### src/rtl/sipo_pkg.sv
// sipo_pkg: shared state encoding and counter sizing for the serial-in/parallel-out receiver.
package sipo_pkg;

    typedef enum logic {IDLE, SHIFT} state_t;

    function automatic int cnt_w(input int width);
        return $clog2(width + 1);
    endfunction

endpackage

### src/rtl/sipo_out_reg.sv
// sipo_out_reg: output holding register with valid/ready handshake, overwrite and sticky overrun.
module sipo_out_reg #(
    parameter int Width = 16
) (
    input  logic             clk,
    input  logic             rst_n,
    input  logic             wr,
    input  logic [Width-1:0] wdata,
    input  logic             ready,
    input  logic             clear_ovr,
    output logic [Width-1:0] data,
    output logic             valid,
    output logic             done,
    output logic             overrun
);

    logic held;

    // A word still waiting after this edge means a fresh write would clobber it.
    assign held = valid & ~ready;

    always_ff @(posedge clk or negedge rst_n) begin
        if (!rst_n) begin
            data    <= '0;
            valid   <= 1'b0;
            done    <= 1'b0;
            overrun <= 1'b0;
        end else begin
            done    <= wr;
            valid   <= wr | held;
            overrun <= (wr & held) | (overrun & ~clear_ovr);
            if (wr)
                data <= wdata;
        end
    end

endmodule

### src/rtl/sipo_deserializer.sv
// sipo_deserializer: collects Width MSB-first serial bits into a word and presents it on a valid/ready register.
module sipo_deserializer
    import sipo_pkg::*;
#(
    parameter int Width = 16
) (
    input  logic             clk,
    input  logic             rst_n,
    input  logic             Serial_in,
    input  logic             Serial_valid,
    input  logic             Start,
    output logic [Width-1:0] Data_out,
    output logic             Data_valid,
    input  logic             Data_ready,
    output logic             Done,
    output logic             Busy,
    output logic             Overrun,
    input  logic             Clear_ovr
);

    localparam int CNT_W = cnt_w(Width);
    localparam logic [CNT_W-1:0] LAST = CNT_W'(Width - 1);

    state_t           state, state_nxt;
    logic [Width-1:0] shift;
    logic [CNT_W-1:0] cnt;
    logic             restart, complete, frame_done;

    assign restart = Serial_valid & Start;

    always_ff @(posedge clk or negedge rst_n) begin
        if (!rst_n)
            state <= IDLE;
        else
            state <= state_nxt;
    end

    always_comb begin
        state_nxt = restart ? SHIFT : complete ? IDLE : state;
    end

    always_comb begin
        Busy     = (state == SHIFT);
        complete = (state == SHIFT) & Serial_valid & ~Start & (cnt == LAST);
    end

    // frame_done delays completion one edge so the full word is read from shift.
    always_ff @(posedge clk or negedge rst_n) begin
        if (!rst_n) begin
            shift      <= '0;
            cnt        <= '0;
            frame_done <= 1'b0;
        end else begin
            frame_done <= complete;
            if (restart || (state == SHIFT && Serial_valid)) begin
                shift <= {shift[Width-2:0], Serial_in};
                cnt   <= restart ? CNT_W'(1) : complete ? '0 : cnt + 1'b1;
            end
        end
    end

    sipo_out_reg #(.Width(Width)) u_out (
        .clk       (clk),
        .rst_n     (rst_n),
        .wr        (frame_done),
        .wdata     (shift),
        .ready     (Data_ready),
        .clear_ovr (Clear_ovr),
        .data      (Data_out),
        .valid     (Data_valid),
        .done      (Done),
        .overrun   (Overrun)
    );

endmodule

### config.mk
export PLATFORM = sky130hd
export DESIGN_NAME = sipo_deserializer
export DESIGN_NICKNAME = d
export VERILOG_FILES = /design/src/rtl/sipo_pkg.sv /design/src/rtl/sipo_out_reg.sv /design/src/rtl/sipo_deserializer.sv
export SDC_FILE = /design/constraint.sdc
export NUM_CORES = 1
export LEC_CHECK = 0
export CAP_MARGIN = 25
export CORE_ASPECT_RATIO = 1.75
export CORE_MARGIN = 3
export CORE_UTILIZATION = 49
export CTS_BUF_LIST = sky130_fd_sc_hd__clkbuf_4
export CTS_CLUSTER_SIZE = 25
export DETAILED_ROUTE_END_ITERATION = 8
export GPL_TIMING_DRIVEN = 0
export PLACE_DENSITY = 0.78
export SYNTH_ARGS = -nofsm -noshare
export SYNTH_HDL_FRONTEND = slang
export SYNTH_HIERARCHICAL = 1
export SYNTH_SLANG_ARGS = --single-unit
### constraint.sdc
create_clock -name clk -period 1.4 [get_ports clk]
set_clock_uncertainty 0.1 [all_clocks]
set_input_delay 0.42 -clock clk [delete_from_list [all_inputs] [get_ports clk]]
set_output_delay 0.42 -clock clk [all_outputs]
set_load 0.02 [all_outputs]
; ---- Word-level counts from Yosys, hierarchy flattened
; Index checks and enable logic that the tools add are counted.
[word_totals]
register_bits = 42
out_inout_bits = 20
in_bits = 7
[op_classes]
bitwise = 12
n_addsub = 1
eq_ne = 1
muxes = 4
reduce_logical = 3
[op_table]
columns = operator, count
row1 = 5-bit two-way mux, 2
row2 = 1-bit bitwise AND, 7
row3 = "5-bit by 1-bit adder with 5-bit output, second input constant", 1
row4 = "5-bit by 4-bit equality test with 1-bit output, second input constant", 1
row5 = 1-bit NOT, 3
row6 = 1-bit two-way mux, 2
row7 = 1-bit bitwise OR, 2
row8 = 2-bit nonzero test, 1
row9 = 1-bit logical AND, 1
row10 = 1-bit logical OR, 1

; ---- Longest topological paths before layout
; Gate-level depths: netlist (run 1).
[logic_depth]
depth_word = 5
depth_mapped = 4
ltp_nobuf = 4

; ---- Hierarchy
; The synthesis (run 1) kept the hierarchy.
[modules_own_cells]
columns = mod, area_each_um2, n_inst, cells_per_inst, seq_area_each_um2
row1 = sipo_deserializer, 950.9, 1, 69, 575.6
row2 = sipo_out_reg, 743.2, 1, 41, 475.5

; ---- Worst setup path after synthesis (run 1)
; Ideal clock, no wire load.
[synth_path]
path_type = reg2reg
startpoint = register state, in the netlist Busy
endpoint = register shift[10]
synth_period_minus_slack_ns = 1.582
arrival_time_ns = 1.358
stages_incl_launch_ff = 5
slack_ns = -0.182
path_cell_list = dfrtp_1 > buf_2 > o21ai_4 > buf_6 > mux2_2
[synth_via]
elab_chain_len = 2
[synth_rtl]
columns = element, line
row1 = start: declaration, sipo_deserializer.sv:24  ; state_t state, state_nxt;
row2 = start signal: assignment, sipo_deserializer.sv:35  ; state <= state_nxt;
row3 = 1-bit logical AND, sipo_deserializer.sv:55  ; if (restart || (state == SHIFT && Serial_valid)) begin
row4 = 1-bit logical OR, sipo_deserializer.sv:55
row5 = end signal: assignment, sipo_deserializer.sv:56  ; shift <= {shift[Width-2:0], Serial_in};
row6 = end: declaration, sipo_deserializer.sv:25  ; logic [Width-1:0] shift;
; No other way between the ends.
; A chain may end at the register's enable or synchronous reset.

; ---- Worst setup path in the final report (run 1)
[layout_path]
startpoint = register state, in the netlist Busy
endpoint = register shift[12]
; The elaborated chain is that of the path after synthesis.

==> results of run 1 <==
==> registers in the layout (all words and copies together) (netlist names) <==
register / cells
u_out/data: 16
frame_done: 1
Busy: 1
u_out/valid: 1
u_out/done: 1
shift: 16
cnt: 5
u_out/overrun: 1
==> kinds of logic (layout without fill, tap and decap cells) <==
group,after synthesis,after routing,share of synthesized area [%]
buffers and inverters,8,64,3.77
AOI/OAI and AO/OA,12,12,5.10
adders and majority gates,1,1,0.738
DFF,42,42,62.0
and+or+nand+nor,15,15,5.32
muxes,32,32,23.0
==> cell usage in the layout, fill, tap and decap left out, types with 2 or more instances in the layout <==
master / instances
inv_1: 3
mux2_2: 8
o21ai_0: 5
nand3_1: 2
nand2_1: 3
dfrtp_1: 40
buf_4: 18
clkdlybuf4s50_1: 3
mux2_4: 24
clkbuf_4: 6
nand4b_1: 3
dfrtp_2: 2
buf_6: 29
==> how the worst max path moves through the flow <==
stage | slack [ps] | startpoint | depth (start not counted) | to
2_1_floorplan | -110 | Busy | 4 | shift[10]
3_3_place_gp | -1250 | rst_n | 1 | Busy
3_5_place_dp | -560 | Serial_valid | 4 | shift[12]
4_1_cts | -50 | Busy | 4 | shift[12]
5_1_grt | -90 | u_out/data[6] | 1 | Data_out[6]
6_report | -60 | Busy | 4 | shift[12]
==> layout make-up <==
class	instances	area, um2
inverters	3	11.3
clock inverters	2	37.5
flip-flops and latches	42	1050
plain buffers	5	65.1
fillers	226	850
clock buffers	6	45.0
repair buffers	48	460
well taps	43	53.8
multi-input cells	60	667
==> layer usage <==
layer  vias to the layer above  GRT usage [%]
li1                        503              -
met4                         0           8.82
met3                        11           4.83
met2                        24           29.5
met1                       570           20.2
met5                         -              0
==> timing repair <==
item / CTS / global route
cloned: 1 / 0
hold buffers: 0 / 0
buffers inserted: 17 / 5
pin swaps: 3 / 2
setup endpoints to repair: 34 / 40
gates resized for setup: 139 / 10
==> critical path, delay by kind of cell (launching register included) <==
kind                   cells  cell delay (ps)
AOI/OAI and AO/OA          1              210
DFF                        1              430
buffers and inverters      2              310
muxes                      1              300
==> power groups by stage <==
| stage | sequential [mW] | combinational (mW) | clock [mW] |
|---|---|---|---|
| floorplan | 1.58 | 0.254 | 0 |
| global route | 1.66 | 0.597 | 0.845 |
| finish | 1.63 | 0.552 | 0.763 |
| detailed placement | 1.63 | 0.362 | 0 |
| CTS | 1.62 | 0.534 | 0.802 |
| global placement | 1.61 | 0.337 | 0 |
==> run metrics, run 1 <==
outcome=finished, violations left; failing checks=negative setup slack; WL per Instance=16.2 um; EDFF count, synth=0; CTS Sinks=42; DRT Pass-1 Iters=4; dpl ws=-557 ps; cell with the largest stage delay on the worst path=dfrtp_2; Relative slew margins=39.5%; Peak Freq=686 MHz; GRT Resource Usage Total=17.7%; CTS max path bufs=2; Met2 Wirelength=1880 um; met1 WL=1280 um; Placeable Area=3240 um2; Buffers on Ports=25; met3 routed WL=123 um; starting density of the core=52.2%; Antenna Violating Nets Remaining=0; Max Slew Vio Count=0; sequential area share after synthesis=62.0%; critical path startpoint category=flip-flop; VDD IR max=938 uV; initial antenna violation count=0; worst-path fanout max=5; Final HPWL DP=2060 um; share of cells above drive strength 1=58.4%; Clock Tree Root=clkbuf_4; asr flop ratio synth=100%; CP Data Arrival Time=1580 ps; top cells by area, synth=dfrtp_1 (62%), mux2_2 (16%), mux2_4 (7.1%), o21ai_0 (1.8%), nand4b_1 (1.6%); CP max stage delay=430 ps; vias per cell=5.30; Top cell by count, worst path=buf_6; Area Growth Syn to Fin=41.3%; Tcrit/Tclk final=104%; CTS tree=yes; Core Rows=27; Crit Path Class=flip-flop to flip-flop; post-layout min period=1460 ps; switching share of power=25.0%; CP Capture Type=flip-flop; Post-Syn Area=1690 um2; Hold Fails Final Rpt=0; Cell Pwr Density=1230 nW/um2; worst setup margin=-57.4 ps; Flop pwr share=55.3%; Post-Route WL=3390 um; Clock Latency Late Sink=340 ps; top-count cell post-synth=dfrtp_1; Comb pwr share=18.8%; Synth Instances=110; CTS buffer count=5; DR iter-0 viols=15; total gr overflow=0; Yosys reg bits=42; placement-stage cell area=2010 um2; RSZ-0062 raised after global routing=true; final std cells w/o fill=209; detailed-route via count=1,108; Final Instance Area=2390 um2; first-pass GRT wire length=5650 um; Setup-failing EPs final=34; setup TNS=-743 ps; Net Switching=735 uW; Top FF cell, synth=dfrtp_1; Cells after DPL=178; P_int=2.21 mW; Post-layout nets=173; final core utilization=73.8%; Highest Signal Layer=met4; Ports=27; Clk pwr share=25.9%; Tot Pwr=2.95 mW; Synth Area per Inst=15.4 um2; Worst R2R Start=Busy; largest net degree at the start of global routing=43; leading cell types by count after synthesis=dfrtp_1 (42), mux2_2 (24), mux2_4 (8), o21ai_0 (6); Max H-tree Level=2; height of the chip=83.8 um; # diodes=0; Final GP Congestion=0.652; Synth cell types=24; Synth area leader=dfrtp_1; Die Span X=50.5 um; Hold/Removal Path Class=input pin to asynchronous set/reset pin; Worst R2R Setup Slack=-60 ps; synth warn=6; Static Leak=1.19 nW; Reg2Reg Depth=4; Reg-to-Reg End=shift[12]; die footprint=4230 um2; share of the synthesized area in the top cell type=62.0%; number of global-route vias before repair=1,173; Synth Net Count=118; Clock transition at path regs=120 ps; crit path cell chain=buf_6, o21ai_4, buf_6, mux2_4; worst slew pin tran=908 ps; Max Cap Violations=0; WHS=95.4 ps; Crit path required time=1530 ps; # DRC=0
No activity file was read; power rests on OpenSTA's default activity.
==> run 2: changes to the inputs <==
--- a/config.mk
+++ b/config.mk
@@ -6,13 +6,13 @@
 export NUM_CORES = 1
 export LEC_CHECK = 0
 export CAP_MARGIN = 25
-export CORE_ASPECT_RATIO = 1.75
 export CORE_MARGIN = 3
 export CORE_UTILIZATION = 49
 export CTS_BUF_LIST = sky130_fd_sc_hd__clkbuf_4
 export CTS_CLUSTER_SIZE = 25
 export DETAILED_ROUTE_END_ITERATION = 8
 export GPL_TIMING_DRIVEN = 0
+export MAX_ROUTING_LAYER = met4
 export PLACE_DENSITY = 0.78
 export SYNTH_ARGS = -nofsm -noshare
 export SYNTH_HDL_FRONTEND = slang
==> constraint.sdc (replaced) <==
create_clock -name clk -period 1.25 [get_ports clk]
set_clock_uncertainty 0.1 [all_clocks]
set_input_delay 0.375 -clock clk [delete_from_list [all_inputs] [get_ports clk]]
set_output_delay 0.375 -clock clk [all_outputs]
set_load 0.02 [all_outputs]
==> run metrics, run 2 (same netlist as run 1, synthesis figures left out) <==
Final HPWL DP=1800 um; worst slew pin tran=892 ps; commonest non-fill, non-tap cell in the layout=dfrtp_1; largest net degree at the start of global routing=43; # DRC=0; Crit path required time=1380 ps; largest registers=shift: 16 flops, u_out/data: 16 flops, cnt: 5 flops; CP max stage delay=420 ps; VDD IR max=864 uV; starting density of the core=53.3%; GRT Resource Usage Total=18.0%; Area Growth Syn to Fin=38.3%; Critical path buffers and inverters=2; kind of cell adding the most delay to the critical path=flip-flops; failing checks=negative setup slack; Post-CTS Hold Buffers=0; number of global-route vias before repair=1,152; WL per Instance=15.4 um; total gr overflow=0; instance count on the critical path=4; Worst R2R Setup Slack=-190 ps; Core Rows=20; Buffers on Ports=25; Hold Fails Final Rpt=0; Final GP Congestion=0.852; Crit Path Class=flip-flop to flip-flop; worst setup margin=-190 ps; outcome=finished, violations left; CTS tree=yes; CP startpoint=Busy; CP Capture Type=flip-flop; Hold/Removal Path Class=input pin to asynchronous set/reset pin; Reg-to-Reg End=shift[11]; Tcrit/Tclk final=115%; DR iter-0 viols=31; Relative slew margins=40.5%; Max Slew Vio Count=0; Placeable Area=3180 um2; worst-path fanout max=5; Final Instance Area=2340 um2; die footprint=4200 um2; dpl ws=-629 ps; layout filler cell count=206; crit path cell chain=buf_6, o21ai_4, buf_6, mux2_4; Setup-failing EPs final=39; Cell Pwr Density=1290 nW/um2; CP Data Arrival Time=1570 ps; Reg2Reg Depth=4; first-pass GRT wire length=5550 um; Static Leak=1.15 nW; CTS buffer count=5; Die Span X=64.8 um; Clock Tree Root=clkbuf_4; detailed-route via count=1,069; Post-layout nets=169; Antenna Violating Nets Remaining=0; initial antenna violation count=0; Ports=27; vias per cell=5.21; CTS max path bufs=2; Max Cap Violations=0; WHS=54.5 ps; # diodes=0; Post-Route WL=3170 um; Max H-tree Level=2; share of cells above drive strength 1=58.4%; post-layout min period=1440 ps; height of the chip=64.8 um; DRT Pass-1 Iters=4; CTS Sinks=42; placement-stage cell area=2010 um2; worst setup path endpoint=shift[11]; final core utilization=73.7%; RSZ-0062 raised after global routing=true; Clock transition at path regs=110 ps; critical path startpoint category=flip-flop; Peak Freq=695 MHz; Clock Latency Late Sink=340 ps; Worst R2R Start=Busy; cell with the largest stage delay on the worst path=dfrtp_2; Top cell by count, worst path=buf_6; most frequent cells in the layout=dfrtp_1 (41), buf_6 (25), mux2_4 (23)
==> run 2: where the power goes <==
part	switching, mW	internal [mW]	total [mW]
clock	0.391	0.226	0.617
combinational	0.181	0.408	0.589
sequential	0.215	1.61	1.82
total	0.787	2.24	3.03
==> run 2: timing repair <==
item,CTS,global route
cloned,1,0
buffers inserted,12,6
pin swaps,3,7
gates resized for setup,136,10
endpoints found under the setup margin,40,51
==> run 2: layout make-up <==
class	instances	area, um2	share of cell area [%]
flip-flops and latches	42	1050	44.9
multi-input cells	60	676	28.8
repair buffers	44	442	18.8
plain buffers	5	58.8	2.51
well taps	44	55.1	2.35
clock buffers	6	45.0	1.92
inverters	3	11.3	0.481
clock inverters	1	3.75	0.160
==> run 2: layer usage <==
metal  GRT usage, %  vias up  part of all wire (%)
li1               -      502                     -
met1           22.2      539                    43
met2           28.9       24                    52
met3           4.68        4                   3.8
met4           6.07        0                  0.95
met5              -        -                     0
==> run 2: worst min path at each step <==
stage                    end  slack (ps)  cells past startpoint
2_1_floorplan           Busy         -20                      0
3_3_place_gp      u_out/done         280                      0
3_5_place_dp      u_out/done         280                      0
4_1_cts            shift[15]          60                      1
5_1_grt               cnt[1]         100                      1
6_report       u_out/data[6]          50                      1
==> run 2: metrics by stage <==
step	total power [mW]	std cells	TNS (ps)
after global routing	3.22	205	-7490
after floorplan	2.05	110	-3370
final	3.03	205	-5380
after CTS	3.01	199	-6170
after global placement	2.18	179	-67720
after detailed placement	2.20	179	-15110
